==> src/rtl/io_port.sv <==
// CPU-side I/O responder: decodes RD/WR/nSIG strobes and services them with
// 4-entry TX and RX byte FIFOs plus a one-shot status read mode.
module io_port (
    input  logic       clk,
    input  logic       rst,
    input  logic       rd,
    input  logic       wr,
    input  logic [7:0] nsig,
    input  logic [7:0] wdata,
    output logic [7:0] rdata,
    output logic       tx_valid,
    output logic [7:0] tx_data,
    input  logic       tx_ready,
    input  logic       rx_valid,
    input  logic [7:0] rx_data,
    output logic       rx_ready,
    output logic       rx_avail
);

    typedef enum logic {
        MODE_DATA   = 1'b0,
        MODE_STATUS = 1'b1
    } mode_t;

    mode_t       mode;

    logic [7:0]  tx_mem [4];
    logic [1:0]  tx_wp;
    logic [1:0]  tx_rp;
    logic [2:0]  tx_cnt;

    logic [7:0]  rx_mem [4];
    logic [1:0]  rx_wp;
    logic [1:0]  rx_rp;
    logic [2:0]  rx_cnt;

    logic        ovf;
    logic        unf;

    logic [7:0]  sig;
    logic        unused_sig;

    logic        tx_full;
    logic        rx_full;
    logic        rx_empty;
    logic        tx_flush;
    logic        rx_flush;
    logic        enter_status;
    logic        clr_flags;
    logic        rd_data;
    logic        rd_status;

    logic        tx_push;
    logic        tx_pop;
    logic        rx_push;
    logic        rx_pop;
    logic        set_ovf;
    logic        set_unf;

    logic [7:0]  status;

    assign sig          = ~nsig;
    assign unused_sig   = ^sig[7:4];

    assign tx_flush     = sig[0];
    assign rx_flush     = sig[1];
    assign enter_status = sig[2];
    assign clr_flags    = sig[3];

    assign tx_full      = (tx_cnt == 3'd4);
    assign rx_full      = (rx_cnt == 3'd4);
    assign rx_empty     = (rx_cnt == 3'd0);

    assign tx_valid     = (tx_cnt != 3'd0);
    assign tx_data      = tx_mem[tx_rp];
    assign rx_ready     = ~rx_full;
    assign rx_avail     = ~rx_empty;

    assign rd_data      = rd & (mode == MODE_DATA);
    assign rd_status    = rd & (mode == MODE_STATUS);

    // Fullness is judged on the state before the edge; a flush discards any
    // same-cycle push/pop and suppresses the flag it would otherwise raise.
    assign tx_push      = wr & ~tx_full & ~tx_flush;
    assign tx_pop       = tx_valid & tx_ready & ~tx_flush;
    assign rx_push      = rx_valid & rx_ready & ~rx_flush;
    assign rx_pop       = rd_data & ~rx_empty & ~rx_flush;
    assign set_ovf      = wr & tx_full & ~tx_flush;
    assign set_unf      = rd_data & rx_empty & ~rx_flush;

    assign status       = {unf, ovf, tx_cnt, rx_cnt};

    always_comb begin
        rdata = '0;
        if (rd_status) begin
            rdata = status;
        end else if (rd_data && !rx_empty) begin
            rdata = rx_mem[rx_rp];
        end
    end

    always_ff @(posedge clk or posedge rst) begin
        if (rst) begin
            mode   <= MODE_DATA;
            tx_wp  <= '0;
            tx_rp  <= '0;
            tx_cnt <= '0;
            rx_wp  <= '0;
            rx_rp  <= '0;
            rx_cnt <= '0;
            ovf    <= 1'b0;
            unf    <= 1'b0;
            for (int unsigned i = 0; i < 4; i++) begin
                tx_mem[i] <= '0;
                rx_mem[i] <= '0;
            end
        end else begin
            // TX FIFO
            if (tx_flush) begin
                tx_wp  <= '0;
                tx_rp  <= '0;
                tx_cnt <= '0;
            end else begin
                if (tx_push) begin
                    tx_mem[tx_wp] <= wdata;
                    tx_wp         <= tx_wp + 2'd1;
                end
                if (tx_pop) begin
                    tx_rp <= tx_rp + 2'd1;
                end
                tx_cnt <= tx_cnt + {2'b00, tx_push} - {2'b00, tx_pop};
            end

            // RX FIFO
            if (rx_flush) begin
                rx_wp  <= '0;
                rx_rp  <= '0;
                rx_cnt <= '0;
            end else begin
                if (rx_push) begin
                    rx_mem[rx_wp] <= rx_data;
                    rx_wp         <= rx_wp + 2'd1;
                end
                if (rx_pop) begin
                    rx_rp <= rx_rp + 2'd1;
                end
                rx_cnt <= rx_cnt + {2'b00, rx_push} - {2'b00, rx_pop};
            end

            // A new error in the same cycle as a clear is still recorded
            if (clr_flags) begin
                ovf <= set_ovf;
                unf <= set_unf;
            end else begin
                ovf <= ovf | set_ovf;
                unf <= unf | set_unf;
            end

            case (mode)
                MODE_DATA: begin
                    if (enter_status) begin
                        mode <= MODE_STATUS;
                    end
                end
                MODE_STATUS: begin
                    if (rd && !enter_status) begin
                        mode <= MODE_DATA;
                    end
                end
                default: mode <= MODE_DATA;
            endcase
        end
    end

endmodule

==> config.mk <==
export PLATFORM = sky130hd
export DESIGN_NAME = io_port
export DESIGN_NICKNAME = d
export VERILOG_FILES = /design/src/rtl/io_port.sv
export SDC_FILE = /design/constraint.sdc
export NUM_CORES = 1
export LEC_CHECK = 0
export ABC_AREA = 1
export CORE_AREA = 2 2 100 102
export DETAILED_ROUTE_END_ITERATION = 10
export DIE_AREA = 0 0 102 104
export PLACE_DENSITY_LB_ADDON = 0.05
export SLEW_MARGIN = 5
export SYNTH_ARGS = -nofsm -noshare
export SYNTH_HDL_FRONTEND = slang
export SYNTH_SLANG_ARGS = --single-unit
==> constraint.sdc <==
create_clock -name clk -period 2.7 [get_ports clk]
set_input_delay 0.405 -clock clk [delete_from_list [all_inputs] [get_ports clk]]
set_output_delay 0.405 -clock clk [all_outputs]
set_load 0.05 [all_outputs]
Word level (Yosys, flattened, before mapping)
Index checks and enable logic that the tools add are counted.

storage, ports and cells
  register bits = 81
  input port bits = 30
  output and inout bits = 19
  logic and storage cells = 103

cells by class
  add/sub/neg operators = 8
  magnitude comparators = 6
  equal/unequal tests = 2
  muxes and demuxes = 29
  bitwise logic cells = 27
  reductions and logical operators = 14

operator list
  kind                                                                   count
  32-bit bitwise mux                                                     2
  8-bit 2-to-1 mux                                                       8
  8-bit binary-select mux with 2-bit select                              2
  8-bit demux with 2-bit select                                          2
  2-bit 2-to-1 mux                                                       8
  1-bit bitwise AND                                                      14
  3-bit >= comparator (second input constant)                            4
  2-bit inverter with 3-bit output                                       4
  2-bit by 1-bit adder with 2-bit output (second input constant)         4
  2-bit nonzero test                                                     4
  3-bit by 1-bit adder with 3-bit output                                 2
  3-bit == test (second input constant)                                  2
  3-bit by 1-bit < comparator with 1-bit output (second input constant)  2
  3-bit 2-to-1 mux                                                       2
  1-bit inverter                                                         6
  3-bit by 1-bit subtractor with 3-bit output                            2
  1-bit logical AND                                                      4
  1-bit 2-to-1 mux                                                       4
  4-bit inverter                                                         1
  2-bit AND reduction                                                    2
  3-bit logical NOT                                                      1
  3-bit nonzero test                                                     1
  1-bit logical NOT                                                      2
  1-bit OR                                                               2
  1-bit one-hot mux with 2 select lines                                  1

Longest topological paths before layout
  word-level depth = 7
  depth in mapped cells = 13
  mapped depth without buffers = 13

Least setup slack after synthesis
OpenSTA, ideal clock, no wires.

  kind = register to register
  start point = register tx_cnt[1]
  end point = register tx_cnt[2]
  setup time = 118 ps
  arrival = 2304 ps
  required time = 2582 ps
  path slack = 278 ps
  cell stages (with the launch flop) = 12
  path buffers = 0
  clock period less this slack = 2422 ps
  path through = dfrtp_1 -> inv_1 -> nand3_1 -> nand2_1 -> nor2_1 -> ha_1 -> inv_1 -> ha_1 -> inv_1 -> fa_1 -> xor2_1 -> nor2_1

between the ends
  elaborated cells between the ends (all ways) = 10
  classes of those cells = 2 x add/sub; 1 x eq/ne; 1 x mux; 5 x bitwise; 1 x reduce/logical

RTL lines
  item                                         line  text
  from (decl)                                  30    logic [2:0] tx_cnt;
  from (signal assigned)                       131   tx_cnt <= tx_cnt + {2'b00, tx_push} - {2'b00, tx_pop};
  3-bit nonzero test                           74    assign tx_valid = (tx_cnt != 3'd0);
  named net tx_valid                           11    output logic tx_valid,
  1-bit bitwise AND (2 in series)              85    assign tx_pop = tx_valid & tx_ready & ~tx_flush;
  3-bit by 1-bit subtractor with 3-bit output  131
  3-bit 2-to-1 mux                             119   if (tx_flush) begin

The timed path passes the listed nets, and every way through them passes these cells.
A chain may end at the register's enable or synchronous reset.

Final worst setup path
  start point = register rx_cnt[1]
  end point = output port rx_ready

between the ends
  longest elaborated chain between the ends = 2

RTL lines
  item                    line  text
  from (decl)             35    logic [2:0] rx_cnt;
  from (signal assigned)  147   rx_cnt <= rx_cnt + {2'b00, rx_push} - {2'b00, rx_pop};
  3-bit == test           71    assign rx_full = (rx_cnt == 3'd4);
  1-bit inverter          76    assign rx_ready = ~rx_full;
  to (decl)               16    output logic rx_ready,

No other way between the ends.

==> impl_metrics.json <==
{
  "ys_top_cells_by_count": "nand2_1 (165), dfrtp_1 (81), o21ai_0 (45), inv_1 (33), nand4_1 (33)",
  "grt_pass1_vias": 3375,
  "rsz0062_at_grt": "no",
  "clk_pin_slew_ns": 0.09,
  "async_flop_share_pct": 100.0,
  "met2WireLength_mm": 4.791,
  "design_area_mm2": 0.004941,
  "crit_buf_inv": 2,
  "dieArea_mm2": 0.01061,
  "portBuffers": 44,
  "io_pins": 49,
  "first_pass_iters": 5,
  "cp-endpoint": "rx_ready",
  "cts_tree": "done",
  "drv_slew": 0,
  "grt_max_degree": 59,
  "synth-edff-count": 0,
  "reg2reg_to": "tx_cnt[2]",
  "crit_family": "buffers and inverters",
  "ys_top_cells_by_area": "dfrtp_1 (49%), nand2_1 (15%), o21ai_0 (5.4%)",
  "ir_worst_vdd_uv": 642.9,
  "clock-sinks": 81,
  "synth.cell_area_mm2": 0.004177,
  "nNetsFinal": 578,
  "fin_crit_sh_pct": 86.44,
  "fmax_ghz": 0.4285,
  "dr_total_vias": 3419,
  "synth_top_cell_by_area": "dfrtp_1",
  "ys_types": 27,
  "insertion_delay_ns": 0.35,
  "htree_levels": 3,
  "crit_arrival_ns": 1.93,
  "holdBufCountCts": 0,
  "post_cts_buffers": 0,
  "wirelength_mm": 9.869,
  "synth.avg_cell_area_um2": 8.437,
  "area_delta_synth_final_pct": 18.30,
  "drive_gt1_share_pct": 10.76,
  "period_minus_slack_ns": 2.334,
  "crit_start": "rx_cnt[1]",
  "p_total_mw": 4.710,
  "cp-start-kind": "register",
  "final-setup-viol-count": 0,
  "drtAntennaViolNets": 0,
  "remaining_drc_errors": 0,
  "gp_congestion": 0.7900,
  "synthCells": 495,
  "critPathSlowestCell": "clkdlybuf4s50_1",
  "ys.warnings.count": 0,
  "grtUsageTotal_pct": 20.26,
  "max_cap_violations": 0,
  "setup.worst_path.end_class": "output port",
  "multi_input_area_mm2": 0.001826,
  "seqCellArea_mm2": 0.002027,
  "ys_seq_area_share_pct": 48.53,
  "r2r_setup_slack_ns": 0.52,
  "fillers": 959,
  "drtIter0Drc": 116,
  "ys_ff_latch": 81,
  "clkPwrFrac_pct": 17.6,
  "maxSlewHeadroom_pct": 63.08,
  "p_leak_nw": 2.431,
  "fin_hold_ws_ns": 0.3738,
  "initial_core_util_pct": 43.74,
  "routedWlPerCell_um": 14.69,
  "crit_required_ns": 2.30,
  "design.core.area_mm2": 0.009549,
  "pwr_density_cell_mw_per_mm2": 953.2,
  "criticalPathCategory": "reg -> out",
  "gr-total-overflow": 0,
  "viasPerCell": 5.088,
  "p_comb_share_pct": 42.1,
  "rows": 36,
  "dr_wl_met3_um": 436,
  "grt_pass1_wl_mm": 16.95,
  "r2r-start": "tx_cnt[1]",
  "power_frac_seq_pct": 40.3,
  "power.internal_mw": 2.693,
  "hpwl_mm": 6.742,
  "min_path_type": "in -> async",
  "dr.max_layer_used": "met4",
  "r2r_cells": 11,
  "yosysMostFrequentCell": "nand2_1",
  "die_w_um": 102,
  "path_depth": 4,
  "crit_fanout": 5,
  "cts_root_buf": "clkbuf_8",
  "synth_ff_type": "dfrtp_1",
  "worst_pin_slew_ns": 0.5532,
  "met1_length_mm": 4.458,
  "synth_nets": 539,
  "cts_inserted_buffers": 9,
  "status": "finished, final reports clean",
  "antenna_found_initial": 0,
  "dpl_cell_area_mm2": 0.004761,
  "p_sw_share_pct": 42.82,
  "slowest_delay_ns": 0.70,
  "fin_setup_tns_ns": 0,
  "n_antenna_cell": 0,
  "clk_path_buf_depth": 2,
  "path_cells": "nor2_4, nand2_1, buf_4, clkdlybuf4s50_1",
  "synth.top_cell.area_share_pct": 48.53,
  "final_util_pct": 51.74,
  "cts_resized": 0,
  "finClkSkew_ns": 0.008385,
  "hold_violations": 0,
  "switching_power_mw": 2.017,
  "die_h_um": 104
}
-- per-layer routing --
| metal | vias to the layer above | global-route usage [%] |
|---|---|---|
| met5 | - | 0 |
| met4 | 0 | 5.905 |
| met3 | 12 | 4.435 |
| met2 | 88 | 31.63 |
| met1 | 1609 | 28.27 |
| li1 | 1710 | - |
-- stage by stage --
step / instances / setup WS (ns)
final: 672 / 0.3662
after global routing: 672 / 0.2367
after CTS: 672 / 0.3354
after detailed placement: 656 / 0.1624
after global placement: 656 / 0.2122
after floorplan: 495 / 0.2149
-- cells in the final DEF, fill, tap and decap left out, drive strengths merged --
master / count
nand2: 166
dfrtp: 81
o21ai: 57
nand4: 37
nand3: 36
inv: 35
clkdlybuf4s50: 28
nor2: 26
buf: 26
ha: 12
clkbuf: 10
o22ai: 8
clkinv: 5
xor2: 4
fa: 2
clkinvlp: 2
a21oi: 2
and2: 1
o31ai: 1
-- how the worst min path moves through the flow --
| stage | to | start | cells after the start | slack [ns] |
|---|---|---|---|---|
| finish | tx_mem[6] | rst | 2 | 0.37 |
| global route | tx_mem[6] | rst | 2 | 0.39 |
| CTS | tx_mem[29] | rst | 2 | 0.38 |
| detailed placement | rx_mem[17] | rx_mem[17] | 2 | 0.47 |
| global placement | tx_mem[15] | tx_mem[15] | 2 | 0.46 |
| floorplan | unf | unf | 2 | 0.45 |
-- worst reg2reg max path: cells and delay by family, from the launching register on --
family / cells / cell delay, ns
adders and majority gates: 3 / 0.72
DFF: 1 / 0.42
and+or+nand+nor: 3 / 0.45
xor gates and xnor gates: 1 / 0.17
buffers and inverters: 4 / 0.32
-- sequential cells by signal, summed over array words and instances, names as in the netlist, 2 cells and up --
signal / count
rx_mem: 32
tx_mem: 32
rx_cnt: 3
tx_cnt: 3
rx_rp: 2
rx_wp: 2
tx_rp: 2
tx_wp: 2
-- cells by family (layout without fill, tap and decap cells) --
| logic type | Yosys count | in the layout | synth area share (%) |
|---|---|---|---|
| adders and majority gates | 14 | 14 | 4.554 |
| AOI/OAI and AO/OA | 68 | 68 | 8.718 |
| buffers and inverters | 62 | 106 | 7.759 |
| xor gates and xnor gates | 4 | 4 | 0.8387 |
| and+or+nand+nor | 266 | 266 | 29.60 |
| DFF | 81 | 81 | 48.53 |
-- cell type report --
type / instances / share of cell area, %
sequential: 81 / 41.02
multi-input combinational: 352 / 36.95
timing repair buffer: 54 / 12.15
tap: 133 / 3.368
inverter: 36 / 2.861
clock buffer: 10 / 2.786
clock inverter: 6 / 0.8610
-- power by group through the flow --
stage          logic (mW)  clock network [mW]  registers [mW]
2_1_floorplan        1.49                   0            1.84
3_5_place_dp         2.00                   0            1.92
6_report             1.98               0.829            1.90
5_1_grt              2.20               0.907            1.96
3_3_place_gp         1.98                   0            1.91
4_1_cts              2.01               0.848            1.90
Note: power is estimated with default switching activity, not from simulation.
